## src/rtl/mem2_load_unit_if.sv

```systemverilog
// Bus bundle for mem2_load_unit: MEM-stage record and DCache read response in,
// WB writeback record out. The design uses 'slave', the upstream/driver side uses 'master'.
interface mem2_load_unit_if #(
  parameter int DST_W = 5
);
  logic             mem_valid;
  logic             mem_ready;
  logic             mem_flush;
  logic [31:0]      mem_pc;
  logic [31:0]      mem_aluout;
  logic [31:0]      mem_outb;
  logic [31:0]      mem_result;
  logic [DST_W-1:0] mem_dst;
  logic             mem_regwr;
  logic             mem_load_en;
  logic [1:0]       mem_load_size;
  logic             mem_load_sign;
  logic [1:0]       mem_load_lr;
  logic             dcache_data_ok;
  logic [31:0]      dcache_rdata;
  logic             wb_stall;
  logic             wb_valid;
  logic [31:0]      wb_pc;
  logic [DST_W-1:0] wb_dst;
  logic             wb_regwr;
  logic [31:0]      wb_wdata;

  modport slave (
    input  mem_valid, mem_flush, mem_pc, mem_aluout, mem_outb, mem_result, mem_dst,
           mem_regwr, mem_load_en, mem_load_size, mem_load_sign, mem_load_lr,
           dcache_data_ok, dcache_rdata, wb_stall,
    output mem_ready, wb_valid, wb_pc, wb_dst, wb_regwr, wb_wdata
  );

  modport master (
    output mem_valid, mem_flush, mem_pc, mem_aluout, mem_outb, mem_result, mem_dst,
           mem_regwr, mem_load_en, mem_load_size, mem_load_sign, mem_load_lr,
           dcache_data_ok, dcache_rdata, wb_stall,
    input  mem_ready, wb_valid, wb_pc, wb_dst, wb_regwr, wb_wdata
  );
endinterface

```

## src/rtl/mem2_load_unit.sv

```systemverilog
// Second memory stage: waits for DCache load data, aligns/extends it and registers the WB record.
// Optional LWL/LWR merge is enabled by defining MEM2_UNALIGNED_LOAD_EN.
module mem2_load_unit #(
  parameter logic [31:0] WB_RST_PC = 32'hBFC0_0000,
  parameter int          DST_W     = 5
) (
  input  logic            clk,
  input  logic            rst,
  mem2_load_unit_if.slave bus
);

  typedef enum logic [1:0] {IDLE, WAIT, HOLD, DRAIN} state_e;

  state_e           state_q, state_d;
  logic [31:0]      pc_q, pc_d;
  logic [DST_W-1:0] dst_q, dst_d;
  logic             regwr_q, regwr_d;
  logic [1:0]       addr_q, addr_d;
  logic [1:0]       size_q, size_d;
  logic             sign_q, sign_d;
  logic [31:0]      rdata_q, rdata_d;
`ifdef MEM2_UNALIGNED_LOAD_EN
  logic [1:0]       lr_q, lr_d;
  logic [31:0]      outb_q, outb_d;
  logic [1:0]       sel_lr;
  logic [31:0]      sel_outb;
`endif

  logic             wb_valid_q, wb_valid_d;
  logic [31:0]      wb_pc_q, wb_pc_d;
  logic [DST_W-1:0] wb_dst_q, wb_dst_d;
  logic             wb_regwr_q, wb_regwr_d;
  logic [31:0]      wb_wdata_q, wb_wdata_d;

  logic             accept, complete;
  logic [31:0]      done_pc, done_wdata;
  logic [DST_W-1:0] done_dst;
  logic             done_regwr;
  logic [1:0]       sel_a, sel_size;
  logic             sel_sign;
  logic [31:0]      sel_rdata, load_data;
  logic [7:0]       ld_byte;
  logic [15:0]      ld_half;

  assign bus.mem_ready = (state_q == IDLE) && !bus.wb_stall && !bus.mem_flush;
  assign accept        = bus.mem_valid && bus.mem_ready;

  // In IDLE the load is aligned straight from the live MEM record; otherwise from the captured copy.
  always_comb begin
    if (state_q == IDLE) begin
      sel_a    = bus.mem_aluout[1:0];
      sel_size = bus.mem_load_size;
      sel_sign = bus.mem_load_sign;
`ifdef MEM2_UNALIGNED_LOAD_EN
      sel_lr   = bus.mem_load_lr;
      sel_outb = bus.mem_outb;
`endif
    end else begin
      sel_a    = addr_q;
      sel_size = size_q;
      sel_sign = sign_q;
`ifdef MEM2_UNALIGNED_LOAD_EN
      sel_lr   = lr_q;
      sel_outb = outb_q;
`endif
    end
    sel_rdata = (state_q == HOLD) ? rdata_q : bus.dcache_rdata;
  end

  always_comb begin
    ld_byte = 8'(sel_rdata >> {sel_a, 3'b000});
    ld_half = sel_a[1] ? sel_rdata[31:16] : sel_rdata[15:0];
    case (sel_size)
      2'b00:   load_data = {{24{sel_sign & ld_byte[7]}}, ld_byte};
      2'b01:   load_data = {{16{sel_sign & ld_half[15]}}, ld_half};
      default: load_data = sel_rdata;
    endcase
`ifdef MEM2_UNALIGNED_LOAD_EN
    case (sel_lr)
      2'b10:   load_data = (sel_rdata << {2'd3 - sel_a, 3'b000})
                         | (sel_outb & (32'hFFFF_FFFF >> {{1'b0, sel_a} + 3'd1, 3'b000}));
      2'b01:   load_data = (sel_rdata >> {sel_a, 3'b000})
                         | (sel_outb & ~(32'hFFFF_FFFF >> {sel_a, 3'b000}));
      default: ;
    endcase
`endif
  end

  // NOTE: every variable gets a default before the case so no path can infer a latch.
  always_comb begin
    state_d    = state_q;
    pc_d       = pc_q;
    dst_d      = dst_q;
    regwr_d    = regwr_q;
    addr_d     = addr_q;
    size_d     = size_q;
    sign_d     = sign_q;
    rdata_d    = rdata_q;
`ifdef MEM2_UNALIGNED_LOAD_EN
    lr_d       = lr_q;
    outb_d     = outb_q;
`endif
    complete   = 1'b0;
    done_pc    = pc_q;
    done_dst   = dst_q;
    done_regwr = regwr_q;
    done_wdata = load_data;

    case (state_q)
      IDLE: if (accept) begin
        done_pc    = bus.mem_pc;
        done_dst   = bus.mem_dst;
        done_regwr = bus.mem_regwr;
        if (!bus.mem_load_en) begin
          complete   = 1'b1;
          done_wdata = bus.mem_result;
        end else if (bus.dcache_data_ok) begin
          complete = 1'b1;
        end else begin
          pc_d    = bus.mem_pc;
          dst_d   = bus.mem_dst;
          regwr_d = bus.mem_regwr;
          addr_d  = bus.mem_aluout[1:0];
          size_d  = bus.mem_load_size;
          sign_d  = bus.mem_load_sign;
`ifdef MEM2_UNALIGNED_LOAD_EN
          lr_d    = bus.mem_load_lr;
          outb_d  = bus.mem_outb;
`endif
          state_d = WAIT;
        end
      end
      WAIT: begin
        if (bus.mem_flush) begin
          state_d = bus.dcache_data_ok ? IDLE : DRAIN;
        end else if (bus.dcache_data_ok) begin
          if (!bus.wb_stall) begin
            complete = 1'b1;
            state_d  = IDLE;
          end else begin
            rdata_d = bus.dcache_rdata;
            state_d = HOLD;
          end
        end
      end
      HOLD: begin
        if (bus.mem_flush) begin
          state_d = IDLE;
        end else if (!bus.wb_stall) begin
          complete = 1'b1;
          state_d  = IDLE;
        end
      end
      DRAIN:   if (bus.dcache_data_ok) state_d = IDLE;
      default: state_d = IDLE;
    endcase

    // A stalled WB freezes the whole record; otherwise valid reflects this cycle's completion.
    wb_valid_d = wb_valid_q;
    wb_pc_d    = wb_pc_q;
    wb_dst_d   = wb_dst_q;
    wb_regwr_d = wb_regwr_q;
    wb_wdata_d = wb_wdata_q;
    if (!bus.wb_stall) begin
      wb_valid_d = complete;
      if (complete) begin
        wb_pc_d    = done_pc;
        wb_dst_d   = done_dst;
        wb_regwr_d = done_regwr;
        wb_wdata_d = done_wdata;
      end
    end
  end

  // NOTE: sequential state uses non-blocking assignments only, so all registers update together.
  always_ff @(posedge clk) begin
    if (rst) begin
      state_q    <= IDLE;
      pc_q       <= '0;
      dst_q      <= '0;
      regwr_q    <= 1'b0;
      addr_q     <= '0;
      size_q     <= '0;
      sign_q     <= 1'b0;
      rdata_q    <= '0;
`ifdef MEM2_UNALIGNED_LOAD_EN
      lr_q       <= '0;
      outb_q     <= '0;
`endif
      wb_valid_q <= 1'b0;
      wb_pc_q    <= WB_RST_PC;
      wb_dst_q   <= '0;
      wb_regwr_q <= 1'b0;
      wb_wdata_q <= '0;
    end else begin
      state_q    <= state_d;
      pc_q       <= pc_d;
      dst_q      <= dst_d;
      regwr_q    <= regwr_d;
      addr_q     <= addr_d;
      size_q     <= size_d;
      sign_q     <= sign_d;
      rdata_q    <= rdata_d;
`ifdef MEM2_UNALIGNED_LOAD_EN
      lr_q       <= lr_d;
      outb_q     <= outb_d;
`endif
      wb_valid_q <= wb_valid_d;
      wb_pc_q    <= wb_pc_d;
      wb_dst_q   <= wb_dst_d;
      wb_regwr_q <= wb_regwr_d;
      wb_wdata_q <= wb_wdata_d;
    end
  end

  assign bus.wb_valid = wb_valid_q;
  assign bus.wb_pc    = wb_pc_q;
  assign bus.wb_dst   = wb_dst_q;
  assign bus.wb_regwr = wb_regwr_q;
  assign bus.wb_wdata = wb_wdata_q;

  logic unused_addr_hi;
  assign unused_addr_hi = ^bus.mem_aluout[31:2];
`ifndef MEM2_UNALIGNED_LOAD_EN
  logic unused_lr_inputs;
  assign unused_lr_inputs = ^{bus.mem_load_lr, bus.mem_outb};
`endif

`ifndef SYNTHESIS
  // A response with no load waiting for it is an upstream protocol error.
  a_no_stray_data_ok: assert property (@(posedge clk) disable iff (rst)
    !(bus.dcache_data_ok && (state_q == IDLE) && !(accept && bus.mem_load_en)));
`endif

endmodule

```

## src/flat_wrapper.sv

```systemverilog
// flat-port wrapper written by rule: the top's interface ports become plain ports
module mem2_load_unit_flat 
#(
  parameter logic [31:0] WB_RST_PC = 32'hBFC0_0000,
  parameter int          DST_W     = 5
)
  (clk, rst, bus_mem_valid, bus_mem_flush, bus_mem_pc, bus_mem_aluout, bus_mem_outb, bus_mem_result, bus_mem_dst, bus_mem_regwr, bus_mem_load_en, bus_mem_load_size, bus_mem_load_sign, bus_mem_load_lr, bus_dcache_data_ok, bus_dcache_rdata, bus_wb_stall, bus_mem_ready, bus_wb_valid, bus_wb_pc, bus_wb_dst, bus_wb_regwr, bus_wb_wdata);
  mem2_load_unit_if #(.DST_W(DST_W)) bus_i ();
  input  logic clk;
  input  logic rst;
  input wire logic [$bits(bus_i.mem_valid)-1:0] bus_mem_valid;
  input wire logic [$bits(bus_i.mem_flush)-1:0] bus_mem_flush;
  input wire logic [$bits(bus_i.mem_pc)-1:0] bus_mem_pc;
  input wire logic [$bits(bus_i.mem_aluout)-1:0] bus_mem_aluout;
  input wire logic [$bits(bus_i.mem_outb)-1:0] bus_mem_outb;
  input wire logic [$bits(bus_i.mem_result)-1:0] bus_mem_result;
  input wire logic [$bits(bus_i.mem_dst)-1:0] bus_mem_dst;
  input wire logic [$bits(bus_i.mem_regwr)-1:0] bus_mem_regwr;
  input wire logic [$bits(bus_i.mem_load_en)-1:0] bus_mem_load_en;
  input wire logic [$bits(bus_i.mem_load_size)-1:0] bus_mem_load_size;
  input wire logic [$bits(bus_i.mem_load_sign)-1:0] bus_mem_load_sign;
  input wire logic [$bits(bus_i.mem_load_lr)-1:0] bus_mem_load_lr;
  input wire logic [$bits(bus_i.dcache_data_ok)-1:0] bus_dcache_data_ok;
  input wire logic [$bits(bus_i.dcache_rdata)-1:0] bus_dcache_rdata;
  input wire logic [$bits(bus_i.wb_stall)-1:0] bus_wb_stall;
  output wire logic [$bits(bus_i.mem_ready)-1:0] bus_mem_ready;
  output wire logic [$bits(bus_i.wb_valid)-1:0] bus_wb_valid;
  output wire logic [$bits(bus_i.wb_pc)-1:0] bus_wb_pc;
  output wire logic [$bits(bus_i.wb_dst)-1:0] bus_wb_dst;
  output wire logic [$bits(bus_i.wb_regwr)-1:0] bus_wb_regwr;
  output wire logic [$bits(bus_i.wb_wdata)-1:0] bus_wb_wdata;
  assign bus_i.mem_valid = bus_mem_valid;
  assign bus_i.mem_flush = bus_mem_flush;
  assign bus_i.mem_pc = bus_mem_pc;
  assign bus_i.mem_aluout = bus_mem_aluout;
  assign bus_i.mem_outb = bus_mem_outb;
  assign bus_i.mem_result = bus_mem_result;
  assign bus_i.mem_dst = bus_mem_dst;
  assign bus_i.mem_regwr = bus_mem_regwr;
  assign bus_i.mem_load_en = bus_mem_load_en;
  assign bus_i.mem_load_size = bus_mem_load_size;
  assign bus_i.mem_load_sign = bus_mem_load_sign;
  assign bus_i.mem_load_lr = bus_mem_load_lr;
  assign bus_i.dcache_data_ok = bus_dcache_data_ok;
  assign bus_i.dcache_rdata = bus_dcache_rdata;
  assign bus_i.wb_stall = bus_wb_stall;
  assign bus_mem_ready = bus_i.mem_ready;
  assign bus_wb_valid = bus_i.wb_valid;
  assign bus_wb_pc = bus_i.wb_pc;
  assign bus_wb_dst = bus_i.wb_dst;
  assign bus_wb_regwr = bus_i.wb_regwr;
  assign bus_wb_wdata = bus_i.wb_wdata;
  mem2_load_unit #(.WB_RST_PC(WB_RST_PC), .DST_W(DST_W)) u_core (.clk(clk), .rst(rst), .bus(bus_i));
endmodule
```

## config.mk

```make
export PLATFORM = sky130hd
export DESIGN_NAME = mem2_load_unit_flat
export DESIGN_NICKNAME = d
export VERILOG_FILES = /design/src/rtl/mem2_load_unit_if.sv /design/src/rtl/mem2_load_unit.sv /design/src/flat_wrapper.sv
export SDC_FILE = /design/constraint.sdc
export NUM_CORES = 1
export LEC_CHECK = 0
export CAP_MARGIN = 20
export CORE_ASPECT_RATIO = 0.7
export CORE_UTILIZATION = 35
export CTS_CLUSTER_SIZE = 24
export DETAILED_ROUTE_END_ITERATION = 16
export GPL_TIMING_DRIVEN = 0
export PLACE_DENSITY = 0.65
export SYNTH_ARGS = -nofsm -noshare
export SYNTH_HDL_FRONTEND = slang
export SYNTH_SLANG_ARGS = --single-unit
```

## constraint.sdc

```tcl
create_clock -name clk -period 4.4 [get_ports clk]
set_clock_uncertainty 0.05 [all_clocks]
set_input_delay 0.44 -clock clk [delete_from_list [all_inputs] [get_ports clk]]
set_output_delay 0.44 -clock clk [all_outputs]
set_load 0.01 [all_outputs]
```

==> After elaboration in Yosys (flattened, before gate mapping) <==
Cells that the tools add are included.
{ "classes": {"n_eq_ne": 10, "shift": 1, "muxes": 34, "n_bitwise": 5, "n_reduce_logical": 11} }
{ "ops": {"columns": ["cell", "count"], "rows": [
  ["two-way mux 32 bit", 6],
  ["one-hot mux 32 bit (2 select lines)", 1],
  ["right shift 32 x 5 -> 8 bit", 1],
  ["two-way mux 2 bit", 12],
  ["two-way mux 16 bit", 1],
  ["two-way mux 1 bit", 10],
  ["two-way mux 5 bit", 2],
  ["one-hot mux 2 bit (4 select lines)", 1],
  ["AND reduction 4 bit", 2],
  ["inequality test 2 bit, second input constant", 3],
  ["inequality test 3 bit, second input constant", 2],
  ["AND reduction 6 bit", 1],
  ["== test 2 x 1 -> 1 bit, second input constant", 2],
  ["== test 2 bit, second input constant", 2],
  ["zero test 2 bit", 2],
  ["logical AND 1 bit", 3],
  ["NOT 1 bit", 3],
  ["one-hot mux 1 bit (3 select lines)", 1],
  ["AND 1 bit", 2],
  ["zero test 1 bit", 2],
  ["inequality test 2 x 1 -> 1 bit, second input constant", 1],
  ["AND reduction 2 bit", 1]
]} }
{ "word_totals": {"regBits": 148, "inputBits": 178, "wordCells": 74} }

==> Depth between registers and ports, before layout <==
Gate-level depths: netlist (run 1).
{ "logic_depth": {"word_depth": 8, "mapped_depth": 9} }

==> Worst setup path before layout (run 1) <==
Ideal clock, no wire load.
{ "synth_path": {"path_type": "in2reg", "startpoint": "in bus_mem_aluout[1]", "endpoint": "reg u_core.wb_wdata_q[10] (netlist: u_core.bus.wb_wdata[10])", "setup_time_ps": 130, "arrival_time_ps": 2146, "required_time_ps": 4220, "path_slack_ps": 2073, "path_stages": 7, "path_buffers": 1, "path_cell_list": "buf_2 mux2_2 a222oi_1 or4_4 o31ai_4 nor3_1 o41ai_1"} }
{ "synth_between": {"elab_chain_cells": 7} }
{ "synth_rtl": {"columns": ["item", "line_no", "source"], "rows": [
  ["start, declared", "flat_wrapper.sv:14", "input wire logic [$bits(bus_i.mem_aluout)-1:0] bus_mem_aluout;"],
  ["two-way mux 2 bit (*)", "mem2_load_unit.sv:50", "if (state_q == IDLE) begin"],
  ["right shift 32 x 5 -> 8 bit", "mem2_load_unit.sv:71", "ld_byte = 8'(sel_rdata >> {sel_a, 3'b000});"],
  ["AND 1 bit", "mem2_load_unit.sv:74", "2'b00: load_data = {{24{sel_sign & ld_byte[7]}}, ld_byte};"],
  ["one-hot mux 32 bit (2 select lines) (*)", "mem2_load_unit.sv:73", "case (sel_size)"],
  ["two-way mux 32 bit", "mem2_load_unit.sv:114", "if (!bus.mem_load_en) begin"],
  ["two-way mux 32 bit", "mem2_load_unit.sv:110", "IDLE: if (accept) begin"],
  ["two-way mux 32 bit (*)", "mem2_load_unit.sv:109", "case (state_q)"],
  ["end signal, assigned", "mem2_load_unit.sv:212", "wb_wdata_q <= wb_wdata_d;"],
  ["end, declared", "mem2_load_unit.sv:33", "logic [31:0] wb_wdata_q, wb_wdata_d;"]
]} }
Every way passes the cells marked *; elsewhere a longest branch is shown, timed or not.
A chain may end at the register's enable or synchronous reset.

==> Final worst setup path (run 1) <==
{ "layout_path": {"startpoint": "reg u_core.addr_q[1]", "endpoint": "reg u_core.wb_wdata_q[9] (netlist: u_core.bus.wb_wdata[9])"} }
{ "layout_between": {"elab_chain_cells": 7} }
{ "layout_rtl": {"columns": ["item", "line_no", "source"], "rows": [
  ["start, declared", "mem2_load_unit.sv:18", "logic [1:0] addr_q, addr_d;"],
  ["start signal, assigned", "mem2_load_unit.sv:200", "addr_q <= addr_d;"],
  ["two-way mux 2 bit (*)", "mem2_load_unit.sv:50", null],
  ["right shift 32 x 5 -> 8 bit", "mem2_load_unit.sv:71", null],
  ["AND 1 bit", "mem2_load_unit.sv:74", null],
  ["one-hot mux 32 bit (2 select lines) (*)", "mem2_load_unit.sv:73", null],
  ["two-way mux 32 bit", "mem2_load_unit.sv:114", null],
  ["two-way mux 32 bit", "mem2_load_unit.sv:110", null],
  ["two-way mux 32 bit (*)", "mem2_load_unit.sv:109", null]
]} }
Marked as above.

==> impl_metrics.toml, run 1 <==
[logic_synthesis]
synth_top_area_cell = "sky130_fd_sc_hd__dfxtp_1"
syn_area_um2 = 6960
share_of_yosys_cell_area_claimed_by_the_top_area_cell_type_pct = 42.6
post_synth_inst_count = 891
synth_sequential_area_ratio_pct = 42.6
yosys.cell_types.count = 53
ys.warnings.count = 0
async_flop_share_pct = 0
synthTopCellsByArea = "sky130_fd_sc_hd__dfxtp_1 (43%), sky130_fd_sc_hd__nand2_1 (16%), sky130_fd_sc_hd__a21oi_1 (7.3%), sky130_fd_sc_hd__a311oi_1 (3.7%), sky130_fd_sc_hd__mux2_2 (3.4%)"
syn_area_per_cell_um2 = 7.81
synth_enable_flop_cells = 0
ys_seq_elements = 148
synth.net_count = 1069
synth-main-ff-cell = "sky130_fd_sc_hd__dfxtp_1"

[critical_path]
cells_along_the_critical_path = "buf_2 -> mux2_1 -> a222oi_1 -> or4_4 -> o31ai_4 -> nor3_1 -> o41ai_1"
critPathTopFamily = "compound AO/OA/AOI/OAI gates"
cp_data_required_time_ns = 4.64
worst_r2r_startpoint = "u_core.addr_q[1]$_SDFFE_PP0P_"
reg2reg_to = "u_core.bus.wb_wdata[9]$_SDFFE_PP0P_"
worst_setup_path_start_kind = "register"
critPathSlowestCell = "sky130_fd_sc_hd__a222oi_1"
arrival_time_of_data_at_the_critical_path_endpoint_ns = 3.40
worst_r2r_path_depth = 7
critical_path_class = "reg2reg"
timing.critical_path.buf_inv = 1
setup.worst_path.end_class = "register"
crit_path_max_fanout = 10
r2r_slack_ns = 1.24
max_stage_delay_ns = 1.03

[sta]
report.final.setup_viol = 0
fmax_mhz = 316
setup_total_negative_slack_ns = 0
max_slew.worst_pin.slew_ns = 1.20
fin_hold_ws_ns = 0.365
rsz0062_at_grt = "no"
slew_viol_final = 0
final_hold_viol_count = 0
finalCritPeriodShare_pct = 71.9
period_minus_slack_ns = 3.16
max_slew_margin_pct = 20.1

[routing]
drt_iter0_drc = 769
total_number_of_vias = 7283
drtPass1Iterations = 8
detail_route.drc_violations = 0
routedWlPerCell_um = 18.5
postRouteWirelength_um = 25300
avgViaCountPerCell = 5.31
drtAntennaViolNets = 0

[clock_tree]
post_cts_buffers = 0
cts_htree_levels = 4
root_buffer_cell = "sky130_fd_sc_hd__clkbuf_16"
clkLatencyLatePin_ns = 0.43
hold_buffers = 0
post_cts_resized = 0
numClockSinks = 148
cts_max_path_bufs = 2
clkTransAtPathRegs_ns = 0.06
tritoncts_clock_tree = "built"
cts_buffers = 17

[layout]
number_of_inserted_filler_cells_in_the_final_layout = 1877
diodes = 0
drive_above_1_share_pct = 8.31
final_cell_count_no_fill = 1371
syn2layout_area_growth_pct = 39.5
num-nets-final = 1272
layout.core_utilization_pct = 50.6
multi_input_comb_area_um2 = 3650
seqCellArea_um2 = 2960
mostFrequentLayoutCell = "sky130_fd_sc_hd__nand2_1"
final_cell_mix = "sky130_fd_sc_hd__nand2_1 (288), sky130_fd_sc_hd__clkdlybuf4s50_1 (183), sky130_fd_sc_hd__dfxtp_1 (148)"

[floorplan]
design.die.area_um2 = 20500
io_pins = 250
floorplan.core_area_um2 = 19200
rows = 42
initial_utilization_pct = 36.3
die_height_um = 120
die_x_um = 171

[grt]
track_usage_pct = 24.7
pin_count_of_the_biggest_net_entering_global_routing = 17
grt_antenna_before_repair = 0
groute.layer.met1.usage_pct = 38.2
grt_pass1_wl_um = 38300
groute.layer.met2.usage_pct = 32.6
grt.overflow.total = 0
grt_busiest_layer = "met1"
groute.layer.met3.usage_pct = 6.79
first_global_vias = 6643

[min_path]
worst_hold_path.num_cells = 3
worstHoldPathType = "in2reg"
timing.hold.worst.start = "bus_mem_aluout[1]"
holdPathEnd = "u_core.addr_q[1]$_SDFFE_PP0P_"

[placed_design]
post-place-cells = 1339
number_of_i_o_port_buffers = 183
routabilityCongestion = 0.910
hpwl_um = 18800

[power]
cellPowerDensity_nw_per_um2 = 334
total_power_mw = 3.24
reported_leakage_power_nw = 3.23
ir_drop_worst_vdd_mv = 0.251

[job]
cap_viol_max_count = 0

[run_status]
outcome = "finished clean"
tightest hold or removal path, cell delays in order:
cell	delay, ns
sky130_fd_sc_hd__buf_2	0.20
sky130_fd_sc_hd__nand2_1	0.10
sky130_fd_sc_hd__a21oi_1	0.06
how the worst max path moves through the flow:
| stage | to | cells past startpoint | startpoint |
|---|---|---|---|
| floorplan | u_core.bus.wb_wdata[10]$_SDFFE_PP0P_ | 7 | bus_mem_aluout[1] |
| global placement | u_core.bus.wb_wdata[9]$_SDFFE_PP0P_ | 7 | bus_dcache_rdata[31] |
| detailed placement | u_core.bus.wb_wdata[9]$_SDFFE_PP0P_ | 7 | bus_dcache_rdata[31] |
| CTS | u_core.bus.wb_wdata[9]$_SDFFE_PP0P_ | 7 | u_core.addr_q[1]$_SDFFE_PP0P_ |
| global route | u_core.bus.wb_wdata[9]$_SDFFE_PP0P_ | 7 | u_core.addr_q[1]$_SDFFE_PP0P_ |
| finish | u_core.bus.wb_wdata[9]$_SDFFE_PP0P_ | 7 | u_core.addr_q[1]$_SDFFE_PP0P_ |
through the flow:
step	worst slack (ns)	area [µm²]
final	1.24	9700
after global routing	1.24	9700
after CTS	1.45	9700
after detailed placement	1.12	9130
after global placement	1.18	9120
after floorplan	2.07	6960
flip-flops by register name, summed over array words and instances, names as in the netlist, 2 cells and up:
name                 count
u_core.bus.wb_wdata     32
u_core.bus.wb_dst        5
u_core.bus.wb_pc        32
u_core.rdata_q          32
u_core.dst_q             5
u_core.pc_q             32
u_core.size_q            2
u_core.state_q           2
u_core.addr_q            2
per-layer routing:
layer,up-vias,wire length (µm)
met3,26,2590
met2,362,9800
met1,3360,12600
met5,-,0
met4,0,279
li1,3535,-
where the power goes:
part	switching, mW	leakage, nW	total (mW)	internal, mW
Combinational	0.210	1.76	0.406	0.196
Sequential	0.0152	1.20	1.38	1.37
Clock	0.601	0.274	1.45	0.852
kinds of logic after synthesis:
family          count (synthesis)  share of synthesized area [%]
compound gates                234                           23.3
buf+inv                        80                           4.89
flops                         148                           42.6
mux                            34                           5.34
simple gates                  395                           23.9
synthesized netlist by cell type (7+ instances only):
cell,instances
sky130_fd_sc_hd__nand2_1,288
sky130_fd_sc_hd__nor2_1,42
sky130_fd_sc_hd__o221ai_1,8
sky130_fd_sc_hd__o22ai_1,31
sky130_fd_sc_hd__buf_2,11
sky130_fd_sc_hd__a22oi_1,9
sky130_fd_sc_hd__clkbuf_1,55
sky130_fd_sc_hd__mux2i_1,11
sky130_fd_sc_hd__buf_1,7
sky130_fd_sc_hd__or2_2,7
sky130_fd_sc_hd__a211o_1,9
sky130_fd_sc_hd__a211oi_2,10
sky130_fd_sc_hd__a311oi_1,29
sky130_fd_sc_hd__nand3b_1,8
sky130_fd_sc_hd__nor3_1,22
sky130_fd_sc_hd__dfxtp_1,148
sky130_fd_sc_hd__a21oi_1,101
sky130_fd_sc_hd__mux2_2,21
final cells by class:
class | count | area share (%)
tap | 264 | 3.40
sequential | 148 | 30.5
clock buffer | 21 | 4.64
buffer | 78 | 3.43
inverter | 2 | 0.0774
clock inverter | 11 | 1.32
timing repair buffer | 184 | 19.0
multi-input combinational | 663 | 37.6
Power figures use the tool's default switching activity.
==> inputs of run 2 (changes only) <==
==> constraint.sdc (replaced) <==
create_clock -name clk -period 2.95 [get_ports clk]
set_clock_uncertainty 0.05 [all_clocks]
set_input_delay 0.295 -clock clk [delete_from_list [all_inputs] [get_ports clk]]
set_output_delay 0.295 -clock clk [all_outputs]
set_load 0.01 [all_outputs]
==> impl_metrics.toml, run 2 (same netlist as run 1, synthesis figures left out) <==
[clock_tree]
tritoncts_clock_tree = "built"
post_cts_resized = 0
root_buffer_cell = "sky130_fd_sc_hd__clkbuf_16"
clkLatencyLatePin_ns = 0.43
numClockSinks = 148
cts_max_path_bufs = 2
clkTransAtPathRegs_ns = 0.06
cts_htree_levels = 4
cts_buffers = 17

[critical_path]
cells_along_the_critical_path = "buf_4 -> and2b_1 -> buf_4 -> clkbuf_1 -> clkbuf_1 -> nand2_1 -> nand2_1 -> nand2_1 -> a211oi_2"
critPathSlowestCell = "sky130_fd_sc_hd__clkbuf_1"
r2r_slack_ns = 0.21
cp_data_required_time_ns = 3.25
setup.worst_path.end_class = "register"
critPathTopFamily = "buffers and inverters"
crit_path_max_fanout = 10
worst_setup_path_start_kind = "register"
critical_path.most_common_cell = "sky130_fd_sc_hd__nand2_1"
max_stage_delay_ns = 0.52
arrival_time_of_data_at_the_critical_path_endpoint_ns = 3.04
worst_r2r_startpoint = "u_core.state_q[1]$_SDFFE_PP0P_"
timing.critical_path.buf_inv = 4
worst_r2r_path_depth = 9
critical_path_class = "reg2reg"
reg2reg_to = "u_core.bus.wb_wdata[24]$_SDFFE_PP0P_"

[grt]
grt.overflow.total = 0
pin_count_of_the_biggest_net_entering_global_routing = 17
first_global_vias = 6643
track_usage_pct = 24.7
grt_antenna_before_repair = 0
grt_pass1_wl_um = 38300

[power]
reported_leakage_power_nw = 3.24
ir_drop_worst_vdd_mv = 0.376
cellPowerDensity_nw_per_um2 = 498
total_power_mw = 4.84

[routing]
drt_iter0_drc = 715
drtPass1Iterations = 8
total_number_of_vias = 7320
avgViaCountPerCell = 5.33
routedWlPerCell_um = 18.4
postRouteWirelength_um = 25200
drtAntennaViolNets = 0
detail_route.drc_violations = 0

[placed_design]
hpwl_um = 18800
placedInstanceArea_um2 = 9130
number_of_i_o_port_buffers = 183
routabilityCongestion = 0.910
preCtsSetupSlack_ns = -0.181

[sta]
report.final.setup_viol = 0
finalCritPeriodShare_pct = 93.0
max_slew.worst_pin.slew_ns = 0.776
slew_viol_final = 0
max_slew_margin_pct = 48.3
fin_hold_ws_ns = 0.216
rsz0062_at_grt = "no"
final_hold_viol_count = 0
fmax_mhz = 365
period_minus_slack_ns = 2.74
setup_ws_ns = 0.207

[floorplan]
io_pins = 250
floorplan.core_area_um2 = 19200
design.die.area_um2 = 20500
die_height_um = 120
rows = 42
initial_utilization_pct = 36.3
die_x_um = 171

[job]
cap_viol_max_count = 0

[min_path]
holdPathEnd = "u_core.addr_q[1]$_SDFFE_PP0P_"
timing.hold.worst.start = "bus_mem_aluout[1]"
worst_hold_path.num_cells = 3
worstHoldPathType = "in2reg"

[layout]
syn2layout_area_growth_pct = 39.8
layout.core_utilization_pct = 50.7
number_of_inserted_filler_cells_in_the_final_layout = 1872
final_cell_mix = "sky130_fd_sc_hd__nand2_1 (288), sky130_fd_sc_hd__clkdlybuf4s50_1 (183), sky130_fd_sc_hd__dfxtp_1 (148)"
mostFrequentLayoutCell = "sky130_fd_sc_hd__nand2_1"
drive_above_1_share_pct = 8.57
layout.cell_area.non_filler_um2 = 9720
num-nets-final = 1274
diodes = 0

[run_status]
outcome = "finished clean"
-- run 2: cell count changes in the layout (fill, tap and decap cells not counted) --
cell / previous run / this run
sky130_fd_sc_hd__buf_1: 7 / 6
sky130_fd_sc_hd__buf_4: 4 / 7
-- run 2: repair_timing --
item	4_1_cts	5_1_grt
hold buffers	0	0
buffers inserted	0	3
endpoints found under the setup margin	0	8
-- run 2: cell type report --
class                      instances  area (µm²)  area share, %
buffer                            77         329           3.38
clock buffer                      21         450           4.63
clock inverter                    11         128           1.31
inverter                           2        7.51         0.0772
multi-input combinational        663        3650           37.6
sequential                       148        2960           30.5
tap                              264         330           3.40
timing repair buffer             187        1860           19.1
-- run 2: worst max-delay path by stage --
stage / startpoint / end / slack [ns] / depth (start not counted)
after global routing: u_core.state_q[0]$_SDFFE_PP0P_ / u_core.rdata_q[26]$_SDFFE_PP0P_ / 0.11 / 7
after floorplan: u_core.addr_q[1]$_SDFFE_PP0P_ / u_core.bus.wb_wdata[10]$_SDFFE_PP0P_ / 0.74 / 7
final: u_core.state_q[1]$_SDFFE_PP0P_ / u_core.bus.wb_wdata[24]$_SDFFE_PP0P_ / 0.21 / 9
after detailed placement: bus_dcache_rdata[31] / u_core.bus.wb_wdata[9]$_SDFFE_PP0P_ / -0.18 / 7
after CTS: u_core.addr_q[1]$_SDFFE_PP0P_ / u_core.bus.wb_wdata[9]$_SDFFE_PP0P_ / 0.003 / 7
after global placement: bus_dcache_rdata[31] / u_core.bus.wb_wdata[9]$_SDFFE_PP0P_ / -0.13 / 7
-- run 2: metal layers --
metal,GRT usage [%],vias to the layer above,routed length (µm)
li1,-,3541,-
met1,38.2,3396,12700
met2,32.6,366,9830
met3,6.79,17,2500
met4,5.74,0,188
met5,0,-,0
-- run 2: per-stage QoR --
step	instances	TNS (ns)
after floorplan	891	0
after global routing	1373	0
after global placement	1338	-0.691
after CTS	1371	0
after detailed placement	1339	-1.30
final	1373	0
-- run 2: tightest hold or removal path: cells and delay by family --
family | cells | cell delay [ns]
AND/OR/NAND/NOR | 1 | 0.09
AO/OA/AOI/OAI | 1 | 0.05
buffers and inverters | 1 | 0.20
-- run 2: report_power, final --
part,internal [mW],total (mW),leakage [nW],switching (mW)
Combinational,0.297,0.612,1.77,0.315
Sequential,2.04,2.06,1.20,0.0227
Clock,1.27,2.17,0.274,0.897
==> inputs of run 3 (changes only) <==
--- a/config.mk
+++ b/config.mk
@@ -5,7 +5,6 @@
 export SDC_FILE = /design/constraint.sdc
 export NUM_CORES = 1
 export LEC_CHECK = 0
-export CAP_MARGIN = 20
 export CORE_ASPECT_RATIO = 0.7
 export CORE_UTILIZATION = 35
 export CTS_CLUSTER_SIZE = 24
==> impl_metrics.toml, run 3 (same netlist as run 1, synthesis figures left out) <==
[floorplan]
die_height_um = 120
design.die.area_um2 = 20500
initial_utilization_pct = 36.3
floorplan.core_area_um2 = 19200
rows = 42
die_x_um = 171
io_pins = 250

[job]
cap_viol_max_count = 0

[clock_tree]
cts_buffers = 17
tritoncts_clock_tree = "built"
root_buffer_cell = "sky130_fd_sc_hd__clkbuf_16"
hold_buffers = 0
cts_htree_levels = 4
clkLatencyLatePin_ns = 0.43
numClockSinks = 148
post_cts_resized = 0
clkTransAtPathRegs_ns = 0.06
post_cts_buffers = 0
cts_max_path_bufs = 2

[sta]
rsz0062_at_grt = "no"
report.final.setup_viol = 0
max_slew_margin_pct = 16.5
final_hold_viol_count = 0
setup_total_negative_slack_ns = 0
fin_hold_ws_ns = 0.229
fmax_mhz = 364
max_slew.worst_pin.slew_ns = 1.25
slew_viol_final = 0
finalCritPeriodShare_pct = 93.1
period_minus_slack_ns = 2.75

[critical_path]
worst_setup_path_start_kind = "register"
critical_path_class = "reg2reg"
cells_along_the_critical_path = "buf_2 -> buf_1 -> clkbuf_1 -> a2bb2oi_1 -> o211ai_1 -> o221ai_1 -> a21oi_1"
arrival_time_of_data_at_the_critical_path_endpoint_ns = 2.98
setup.worst_path.end_class = "register"
cp_data_required_time_ns = 3.18
crit_path_max_fanout = 10
critPathTopFamily = "buffers and inverters"
max_stage_delay_ns = 0.48
timing.critical_path.buf_inv = 3
critPathSlowestCell = "sky130_fd_sc_hd__dfxtp_1"

[routing]
avgViaCountPerCell = 5.38
top_layer_used = "met4"
route.met3.wl_um = 2500
drt_iter0_drc = 827
detail_route.drc_violations = 0
m1WireLength_um = 12700
drtAntennaViolNets = 0
drtPass1Iterations = 6
routedWlPerCell_um = 18.4
postRouteWirelength_um = 25200
wl_met2_um = 9680
total_number_of_vias = 7376

[power]
power.share.sequential_pct = 42.7
share_clk_of_total_power_pct = 44.7
ir_drop_worst_vdd_mv = 0.361
pwr-share-comb_pct = 12.6
switching_power_mw = 1.23
internal_power_mw = 3.60
power.share.switching_pct = 25.4
cellPowerDensity_nw_per_um2 = 497
reported_leakage_power_nw = 3.23

[grt]
grt.overflow.total = 0
first_global_vias = 6552
pin_count_of_the_biggest_net_entering_global_routing = 17
grt_antenna_before_repair = 0
grt_pass1_wl_um = 37900
track_usage_pct = 24.5

[placed_design]
hpwl_um = 18700
number_of_i_o_port_buffers = 183
post-place-cells = 1338
routabilityCongestion = 0.910

[layout]
final_cell_mix = "sky130_fd_sc_hd__nand2_1 (288), sky130_fd_sc_hd__clkdlybuf4s50_1 (183), sky130_fd_sc_hd__dfxtp_1 (148)"
mostFrequentLayoutCell = "sky130_fd_sc_hd__nand2_1"
num-nets-final = 1273
syn2layout_area_growth_pct = 39.6
diodes = 0
layout.core_utilization_pct = 50.6
final_cell_count_no_fill = 1371
drive_above_1_share_pct = 8.49

[min_path]
worstHoldPathType = "in2reg"

[run_status]
outcome = "finished clean"
## run 3: cell count changes in the layout (fill, tap and decap cells not counted)
cell	before	now
sky130_fd_sc_hd__clkinv_4	3	1
sky130_fd_sc_hd__buf_4	7	6
sky130_fd_sc_hd__clkbuf_1	58	57
sky130_fd_sc_hd__clkinvlp_4	3	4
sky130_fd_sc_hd__inv_8	0	1
## run 3: final timing paths
| check | from | end | slack [ns] | depth (start not counted) |
|---|---|---|---|---|
| worst max register to register | u_core.state_q[0]$_SDFFE_PP0P_ | u_core.bus.wb_wdata[13]$_SDFFE_PP0P_ | 0.20 | 7 |
| worst min register to register | u_core.rdata_q[19]$_SDFFE_PP0P_ | u_core.rdata_q[19]$_SDFFE_PP0P_ | 0.40 | 2 |
| worst max-delay path | u_core.state_q[0]$_SDFFE_PP0P_ | u_core.bus.wb_wdata[13]$_SDFFE_PP0P_ | 0.20 | 7 |
| worst min-delay path | bus_mem_aluout[1] | u_core.addr_q[1]$_SDFFE_PP0P_ | 0.23 | 3 |
## run 3: stage by stage
step	worst slack, ns	area [µm²]	total power [mW]
finish	0.203	9710	4.83
CTS	0.0445	9690	4.83
global route	0.0519	9710	4.97
floorplan	0.738	6960	2.35
detailed placement	-0.181	9120	2.70
global placement	-0.125	9120	2.69
## run 3: power by group through the flow
stage	clock (mW)	sequential, mW	combinational [mW]
5_1_grt	2.25	2.07	0.647
3_5_place_dp	0	2.11	0.591
2_1_floorplan	0	2.12	0.236
4_1_cts	2.17	2.06	0.595
6_report	2.16	2.06	0.610
3_3_place_gp	0	2.10	0.590
## run 3: area by class of cell
cell class / count / area (µm²)
fillers: 1866 / 9470
multi-input cells: 663 / 3650
flip-flops and latches: 148 / 2960
repair buffers: 186 / 1850
clock buffers: 20 / 447
well taps: 264 / 330
plain buffers: 77 / 329
clock inverters: 11 / 129
inverters: 2 / 7.51
## run 3: worst reg2reg max path: stages, from the launching register on
cell and delay [ns]:
sky130_fd_sc_hd__dfxtp_1 0.48, sky130_fd_sc_hd__buf_2 0.30, sky130_fd_sc_hd__buf_1 0.45, sky130_fd_sc_hd__clkbuf_1 0.44, sky130_fd_sc_hd__a2bb2oi_1 0.28, sky130_fd_sc_hd__o211ai_1 0.13, sky130_fd_sc_hd__o221ai_1 0.36, sky130_fd_sc_hd__a21oi_1 0.12
## run 3: routing by layer
metal / GRT usage [%] / vias to the layer above
li1: - / 3541
met1: 38.3 / 3447
met2: 32.0 / 356
met3: 6.43 / 32
met4: 6.14 / 0
met5: 0 / -
